**src/rtl/aes_sbox_responder.sv**
```systemverilog
// AES S-box lookup responder: four-phase address/data handshake, registered
// substituted byte, completed-lookup counter.
// Optional inverse table: define AES_SBOX_INV_EN to compile it in.
module aes_sbox_responder #(
  parameter int unsigned LATENCY = 1,
  parameter int unsigned CNT_W   = 16
) (
  input  logic             clk,
  input  logic             rst,
  input  logic             flag_address_sent,
  input  logic [7:0]       sbox_rqst_addr,
  input  logic             inv_sel,
  output logic             addr_ack,
  output logic [7:0]       sbox_read_data,
  output logic             flag_data_sent,
  input  logic             data_ack,
  output logic             busy,
  output logic [CNT_W-1:0] lookup_count
);

  typedef enum logic [1:0] {IDLE, WAIT, RESP, RELEASE} state_t;

  localparam logic [3:0] WAIT_LOAD = 4'(LATENCY - 1);

  // Entry 0 sits in the most significant byte.
  localparam logic [2047:0] SBOX_FWD = {
    128'h637c777bf26b6fc53001672bfed7ab76, 128'hca82c97dfa5947f0add4a2af9ca472c0,
    128'hb7fd9326363ff7cc34a5e5f171d83115, 128'h04c723c31896059a071280e2eb27b275,
    128'h09832c1a1b6e5aa0523bd6b329e32f84, 128'h53d100ed20fcb15b6acbbe394a4c58cf,
    128'hd0efaafb434d338545f9027f503c9fa8, 128'h51a3408f929d38f5bcb6da2110fff3d2,
    128'hcd0c13ec5f974417c4a77e3d645d1973, 128'h60814fdc222a908846eeb814de5e0bdb,
    128'he0323a0a4906245cc2d3ac629195e479, 128'he7c8376d8dd54ea96c56f4ea657aae08,
    128'hba78252e1ca6b4c6e8dd741f4bbd8b8a, 128'h703eb5664803f60e613557b986c11d9e,
    128'he1f8981169d98e949b1e87e9ce5528df, 128'h8ca1890dbfe6426841992d0fb054bb16
  };

`ifdef AES_SBOX_INV_EN
  localparam logic [2047:0] SBOX_INV = {
    128'h52096ad53036a538bf40a39e81f3d7fb, 128'h7ce339829b2fff87348e4344c4dee9cb,
    128'h547b9432a6c2233dee4c950b42fac34e, 128'h082ea16628d924b2765ba2496d8bd125,
    128'h72f8f66486689816d4a45ccc5d65b692, 128'h6c704850fdedb9da5e154657a78d9d84,
    128'h90d8ab008cbcd30af7e45805b8b34506, 128'hd02c1e8fca3f0f02c1afbd0301138a6b,
    128'h3a9111414f67dcea97f2cfcef0b4e673, 128'h96ac7422e7ad3585e2f937e81c75df6e,
    128'h47f11a711d29c5896fb7620eaa18be1b, 128'hfc563e4bc6d279209adbc0fe78cd5af4,
    128'h1fdda8338807c731b11210592780ec5f, 128'h60517fa919b54a0d2de57a9f93c99cef,
    128'ha0e03b4dae2af5b0c8ebbb3c83539961, 128'h172b047eba77d626e169146355210c7d
  };
  logic inv_q;
`else
  logic unused_inv_sel;
  assign unused_inv_sel = inv_sel;
`endif

  state_t           state, state_nxt;
  logic [3:0]       wait_cnt;
  logic [7:0]       addr_q;
  logic [10:0]      tbl_idx;
  logic [7:0]       table_out;
  logic             capture, fire, consume;

  // Bit offset of entry addr_q: (255 - addr_q) * 8.
  assign tbl_idx = {~addr_q, 3'b000};

  // Combinational table read from the frozen address/selector.
  always_comb begin
    table_out = SBOX_FWD[tbl_idx +: 8];
`ifdef AES_SBOX_INV_EN
    if (inv_q) table_out = SBOX_INV[tbl_idx +: 8];
`endif
  end

  // Next-state and per-state action strobes.
  always_comb begin
    state_nxt = state;
    capture   = 1'b0;
    fire      = 1'b0;
    consume   = 1'b0;
    unique case (state)
      IDLE: if (flag_address_sent) begin
        capture   = 1'b1;
        state_nxt = WAIT;
      end
      WAIT: if (wait_cnt == 4'd0) begin
        fire      = 1'b1;
        state_nxt = RESP;
      end
      RESP: if (data_ack) begin
        consume   = 1'b1;
        state_nxt = RELEASE;
      end
      RELEASE: if (!flag_address_sent && !data_ack) state_nxt = IDLE;
      default: state_nxt = IDLE;
    endcase
  end

  // State register.
  always_ff @(posedge clk or posedge rst) begin
    if (rst) state <= IDLE;
    else     state <= state_nxt;
  end

  assign busy = (state != IDLE);

  // Capture, wait countdown, response and counter registers.
  always_ff @(posedge clk or posedge rst) begin
    if (rst) begin
      addr_q         <= '0;
`ifdef AES_SBOX_INV_EN
      inv_q          <= 1'b0;
`endif
      wait_cnt       <= '0;
      addr_ack       <= 1'b0;
      flag_data_sent <= 1'b0;
      sbox_read_data <= '0;
      lookup_count   <= '0;
    end else begin
      if (capture) begin
        addr_q   <= sbox_rqst_addr;
`ifdef AES_SBOX_INV_EN
        inv_q    <= inv_sel;
`endif
        addr_ack <= 1'b1;
        wait_cnt <= WAIT_LOAD;
      end
      if (state == WAIT && !fire) wait_cnt <= wait_cnt - 4'd1;
      if (fire) begin
        sbox_read_data <= table_out;
        flag_data_sent <= 1'b1;
      end
      if (consume) begin
        flag_data_sent <= 1'b0;
        addr_ack       <= 1'b0;
        lookup_count   <= lookup_count + CNT_W'(1);
      end
    end
  end

endmodule

```
**config.mk**
```make
export PLATFORM = sky130hd
export DESIGN_NAME = aes_sbox_responder
export DESIGN_NICKNAME = d
export VERILOG_FILES = /design/src/rtl/aes_sbox_responder.sv
export SDC_FILE = /design/constraint.sdc
export NUM_CORES = 1
export LEC_CHECK = 0
export CAP_MARGIN = 20
export CORE_ASPECT_RATIO = 1.75
export CORE_MARGIN = 5
export CORE_UTILIZATION = 45
export CTS_CLUSTER_SIZE = 28
export DETAILED_ROUTE_END_ITERATION = 8
export DONT_BUFFER_PORTS = 1
export GPL_TIMING_DRIVEN = 0
export PLACE_DENSITY = 0.67
export SYNTH_ARGS = -nofsm -noshare
export SYNTH_HDL_FRONTEND = slang
export SYNTH_SLANG_ARGS = --single-unit
```
**constraint.sdc**
```tcl
create_clock -name clk -period 3.6 [get_ports clk]
set_clock_uncertainty 0.05 [all_clocks]
set_input_delay 0.54 -clock clk [delete_from_list [all_inputs] [get_ports clk]]
set_output_delay 0.54 -clock clk [all_outputs]
set_load 0.01 [all_outputs]
```
=== Word level (Yosys, flattened, before mapping) ===
Cells that the tools add are included.

* Shifts and indexed selects: 1
* Reductions and logical operators: 12
* Muxes and demuxes: 17
* Eq/ne operators: 7
* Add/sub/neg operators: 2
* Bitwise gates (word level): 1

{| class="wikitable"
|+ Operators by type and width
! kind !! number
|-
| $shiftx 2048x12->8 const A || 1
|-
| $add 16x1->16 const B || 1
|-
| $mux 1 || 10
|-
| $mux 2 || 4
|-
| $mux 4 || 2
|-
| $ne 2x2->1 const B || 4
|-
| $not 8->8 || 1
|-
| $pmux 2 s4 || 1
|-
| $reduce_bool 2->1 || 4
|-
| $eq 2x2->1 const B || 2
|-
| $logic_not 4->1 || 1
|-
| $reduce_and 4->1 || 1
|-
| $sub 4x1->4 const B || 1
|-
| $logic_not 1->1 || 3
|-
| $eq 2x1->1 const B || 1
|-
| $logic_and 1x1->1 || 2
|-
| $logic_not 2->1 || 1
|}

* Logic and storage cells: 47
* Bits in registers: 40

=== Depth between registers and ports, before layout ===
* Word-level depth: 6
* Depth in mapped cells: 11

=== Worst setup path before layout ===
Ideal clock, no wire load.

* Path type: register to register
* Start point: reg addr_q[1]
* End point: reg sbox_read_data[1]
* Data required time: 3.424 ns
* Setup slack: 0.835 ns
* Cell stages (with the launch flop): 11
* Arrival time: 2.589 ns
* Clock period less this slack: 2.765 ns
* Cell sequence: dfrtp_1 -> buf_2 -> inv_1 -> ha_1 -> buf_2 -> nor2_1 -> a21o_1 -> mux4_2 -> a32oi_1 -> nand4_1 -> o32a_1

* Longest elaborated chain between the ends: 2

{| class="wikitable"
|+ Ends and longest elaborated chain
! item !! RTL line !! source
|-
| start, declared || 56 || <nowiki>logic [7:0] addr_q;</nowiki>
|-
| start signal, assigned || 118 || <nowiki>addr_q <= sbox_rqst_addr;</nowiki>
|-
| $not 8->8 || 62 || <nowiki>assign tbl_idx = {~addr_q, 3'b000};</nowiki>
|-
| $shiftx 2048x12->8 || 66 || <nowiki>table_out = SBOX_FWD[tbl_idx +: 8];</nowiki>
|-
| end signal, assigned || 127 || <nowiki>sbox_read_data <= table_out;</nowiki>
|-
| end, declared || 14 || <nowiki>output logic [7:0] sbox_read_data,</nowiki>
|}

No other way between the ends.
A chain may end at the register's enable or synchronous reset.

=== Worst setup path in the final report ===
Same ends and word-level chain as after synthesis.

==> impl_summary.md <==
STA
After routing, the total negative slack on setup checks comes to -0.04929 ns. The final number of max-transition violations is 0. Derived from the worst setup path, the maximum achievable clock frequency is 274.0 MHz.

At the pin with the least slew margin, the transition time is about 1.0 ns. Headroom to the max-slew limit came out at 0.3251. The minimum period implied by the final worst setup slack is 3.649 ns. Setup violations remaining at the end of the flow were counted as 1. The final hold violation count is 0. The final clock period utilization by the worst path is 1.014. Hold timing on the final database bottoms out at a slack of 0.2256 ns. The worst-case setup margin in the final layout is -0.04929 ns.

Worst setup path
The beginning of the worst register-to-register path is addr_q[1]. The worst reg-to-reg setup slack is -0.05 ns. In this run the worst path has a maximum fanout of 12. Counting cells, the worst reg-to-reg path comes to 11. For the worst setup path, the data arrival time is ~3.9 ns.

Tracing the worst setup path back leads to its startpoint at addr_q[1]. The worst path required time is 3.80 ns. The endpoint class of the critical path is a flip-flop. The kind of start point of the critical path is a flip-flop.

The worst setup path is of the flip-flop to flip-flop kind. The reg-to-reg critical path endpoint is sbox_read_data[1].

Hold path
The worst hold-check path type is input port to async pin.

Detailed routing
The detail-routed net length per standard cell is 36.47 um. The first TritonRoute pass finished after 9 iterations. The post-detailed-routing wire length is 29980 um. The number of vias after detailed routing is 6582.

After detailed routing, the number of remaining DRC violations is 6. Using the TritonRoute via totals, the vias-per-cell ratio works out to 8.007. The number of nets with antenna violations after routing is 0. The initial detailed-routing violation count is 1414.

Die
The effective utilization at floorplan is 0.4559. The core region is 11450 um2. The floorplan step set the die height to 152.5 um. The die covers 13940 um2. In this run the count of I/O pins placed on the die edge is 40. The number of rows created at floorplan is 52. The die outline width is 91.42 um.

CTS
The CTS tree is yes. In this run the deepest clock path goes through 2 buffers. The buffer type at the clock tree root is sky130_fd_sc_hd__clkbuf_16. The clock reaches the later pin of the worst-skew pair after 0.30 ns. The number of clock sinks is 40.

The maximum level of the CTS H-tree is 2. TritonCTS created 5 clock buffers. The hold buffer count at cts is 0. Clock-pin slew was measured on the worst setup and hold paths at 0.07 ns.

Place
The worst slack at placement is -0.4915 ns. The wire-length estimate of the detail-placed layout is 21360 um. Buffers placed on the I/O ports in this run total 0.

Routability-driven placement finished with a final weighted congestion of roughly 1.2. In this run, placement finished with an instance count of just over 800.

Cells and area
In the layout the commonest cells are 67 x sky130_fd_sc_hd__nand2_1, 61 x sky130_fd_sc_hd__nor2_1, 51 x sky130_fd_sc_hd__o21ai_0, 39 x sky130_fd_sc_hd__dfrtp_1, 36 x sky130_fd_sc_hd__a21oi_1. Of the cells placed in the final design, the portion with a size suffix greater than 1 is 0.1659. The number of nets in the layout is just over 700. Relative to the synthesized area, the layout overhead comes to 7.958%. The final instance count without filler cells is 822. Leaving out fill and tap cells, the most frequent cell in the layout is sky130_fd_sc_hd__nand2_1. The number of inserted diodes is 0.

GRT
The wire length of the first global-routing pass is about 43000 um. Entering global routing, the biggest net connects 41 pins. The number of antenna violations at the first check in global routing was 0. Global routing finished with a remaining overflow of 0. The number of global-route vias before repair is 6391.

Across every metal layer, demand over resource in global routing totals 0.4207.

Synth
For this run, the number of Yosys warnings is 0. The share of async-settable or async-resettable flops after synthesis is 1.000. In this run, synthesis inferred 0 flip-flops with an integrated enable.

The total standard cell area after synthesis is 5220 um2. Counting every net in the synthesized netlist gives a little over 700. In the post-synthesis netlist, the biggest area contributors are sky130_fd_sc_hd__dfrtp_1 19%, sky130_fd_sc_hd__mux4_2 7.3%, sky130_fd_sc_hd__ha_1 5.0%. The register bit count reported by yosys is 40. The number of standard cells after synthesis is 677. For this run, the register share of the synthesized area comes to 0.1918. The post-synthesis cell type with the largest combined area is sky130_fd_sc_hd__dfrtp_1. In the synthesized netlist the dominant register cell turns out to be sky130_fd_sc_hd__dfrtp_1. The area share of the largest cell type after synthesis is 0.1918. The mean cell area of the mapped netlist is 7.710 um2. The distinct cell type count after synthesis is 72.

Run status
The final reports fail on design-rule violations, negative setup slack. The run finished, with violations left.

Run
Across the run, the number of max-cap violations was 0.
-- cells in the mapped netlist, drive strengths merged, types with 6 or more instances --
| library cell | count |
|---|---|
| nand2 | 68 |
| nor2 | 62 |
| o21ai | 54 |
| buf | 49 |
| dfrtp | 40 |
| a21oi | 37 |
| nand3 | 29 |
| clkbuf | 24 |
| ha | 21 |
| nand2b | 21 |
| inv | 17 |
| mux4 | 17 |
| nor2b | 16 |
| a311oi | 15 |
| o211ai | 14 |
| a211oi | 13 |
| nor3 | 13 |
| mux2 | 12 |
| xnor2 | 12 |
| a31oi | 11 |
| o311ai | 10 |
| and2 | 9 |
| a211o | 8 |
| mux2i | 8 |
| nand4 | 8 |
| o31ai | 8 |
| a2111oi | 6 |
| or2 | 6 |
-- area by class of cell --
type	count	area, um2
repair buffers	4	30.03
fillers	1120	5816
plain buffers	71	384.1
multi-input cells	547	3825
inverters	17	71.32
clock buffers	6	138.9
well taps	135	168.9
clock inverters	2	15.01
flip-flops and latches	40	1002
-- cell families after synthesis --
family | share of synthesized area
adders and majority gates | 0.05034
AOI/OAI and AO/OA | 0.2982
DFF | 0.1918
and+or+nand+nor | 0.2339
muxes | 0.1146
xor gates and xnor gates | 0.02517
buffers and inverters | 0.08605
-- routing by layer --
layer	part of all wire	routed length, um	up-vias	track usage
met4	0.12	3629	0	0.3685
li1	-	-	2545	-
met3	0.14	4080	266	0.1537
met5	0	0	-	0
met2	0.44	13230	753	0.6331
met1	0.30	9036	3018	0.4546
-- stage by stage --
step           instance area (um2)    util
5_1_grt                       5635  0.4921
2_1_floorplan                 5220       -
6_report                      5635  0.4921
4_1_cts                       5568  0.4862
3_5_place_dp                  5389  0.4706
3_3_place_gp                  5389  0.4706
-- timing repair --
| action | CTS | global route |
|---|---|---|
| endpoints found under the setup margin | 6 | 8 |
| resized for setup | 7 | 11 |
| buffers inserted | 0 | 4 |
| pin swaps | 1 | 1 |
-- worst max-delay path: stages (launching register included) --
cell                         delay, ns
sky130_fd_sc_hd__dfrtp_2          0.55
sky130_fd_sc_hd__clkbuf_4         0.33
sky130_fd_sc_hd__clkinvlp_4       0.16
sky130_fd_sc_hd__ha_1             0.32
sky130_fd_sc_hd__buf_2            0.21
sky130_fd_sc_hd__clkbuf_4         0.25
sky130_fd_sc_hd__nor2_1           0.65
sky130_fd_sc_hd__nor3_1           0.11
sky130_fd_sc_hd__a31oi_1          0.33
sky130_fd_sc_hd__a221oi_4         0.18
sky130_fd_sc_hd__a211oi_1         0.27
sky130_fd_sc_hd__o32a_1           0.18
-- worst max-delay path by stage --
stage                                    to  slack (ns)
after floorplan           sbox_read_data[1]        0.84
after global placement    sbox_read_data[1]       -0.51
after detailed placement  sbox_read_data[1]       -0.49
after CTS                 sbox_read_data[1]       -0.13
after global routing      sbox_read_data[1]       -0.02
final                     sbox_read_data[1]       -0.05
-- sequential cells by signal, summed over array words and instances, names as in the netlist --
register        flops
lookup_count       16
sbox_read_data      8
state               2
flag_data_sent      1
wait_cnt            4
addr_ack            1
addr_q              8
Power is left out: the tool's default activity adds up to more than one toggle a clock period on the data nets, which glitch-free logic cannot reach.
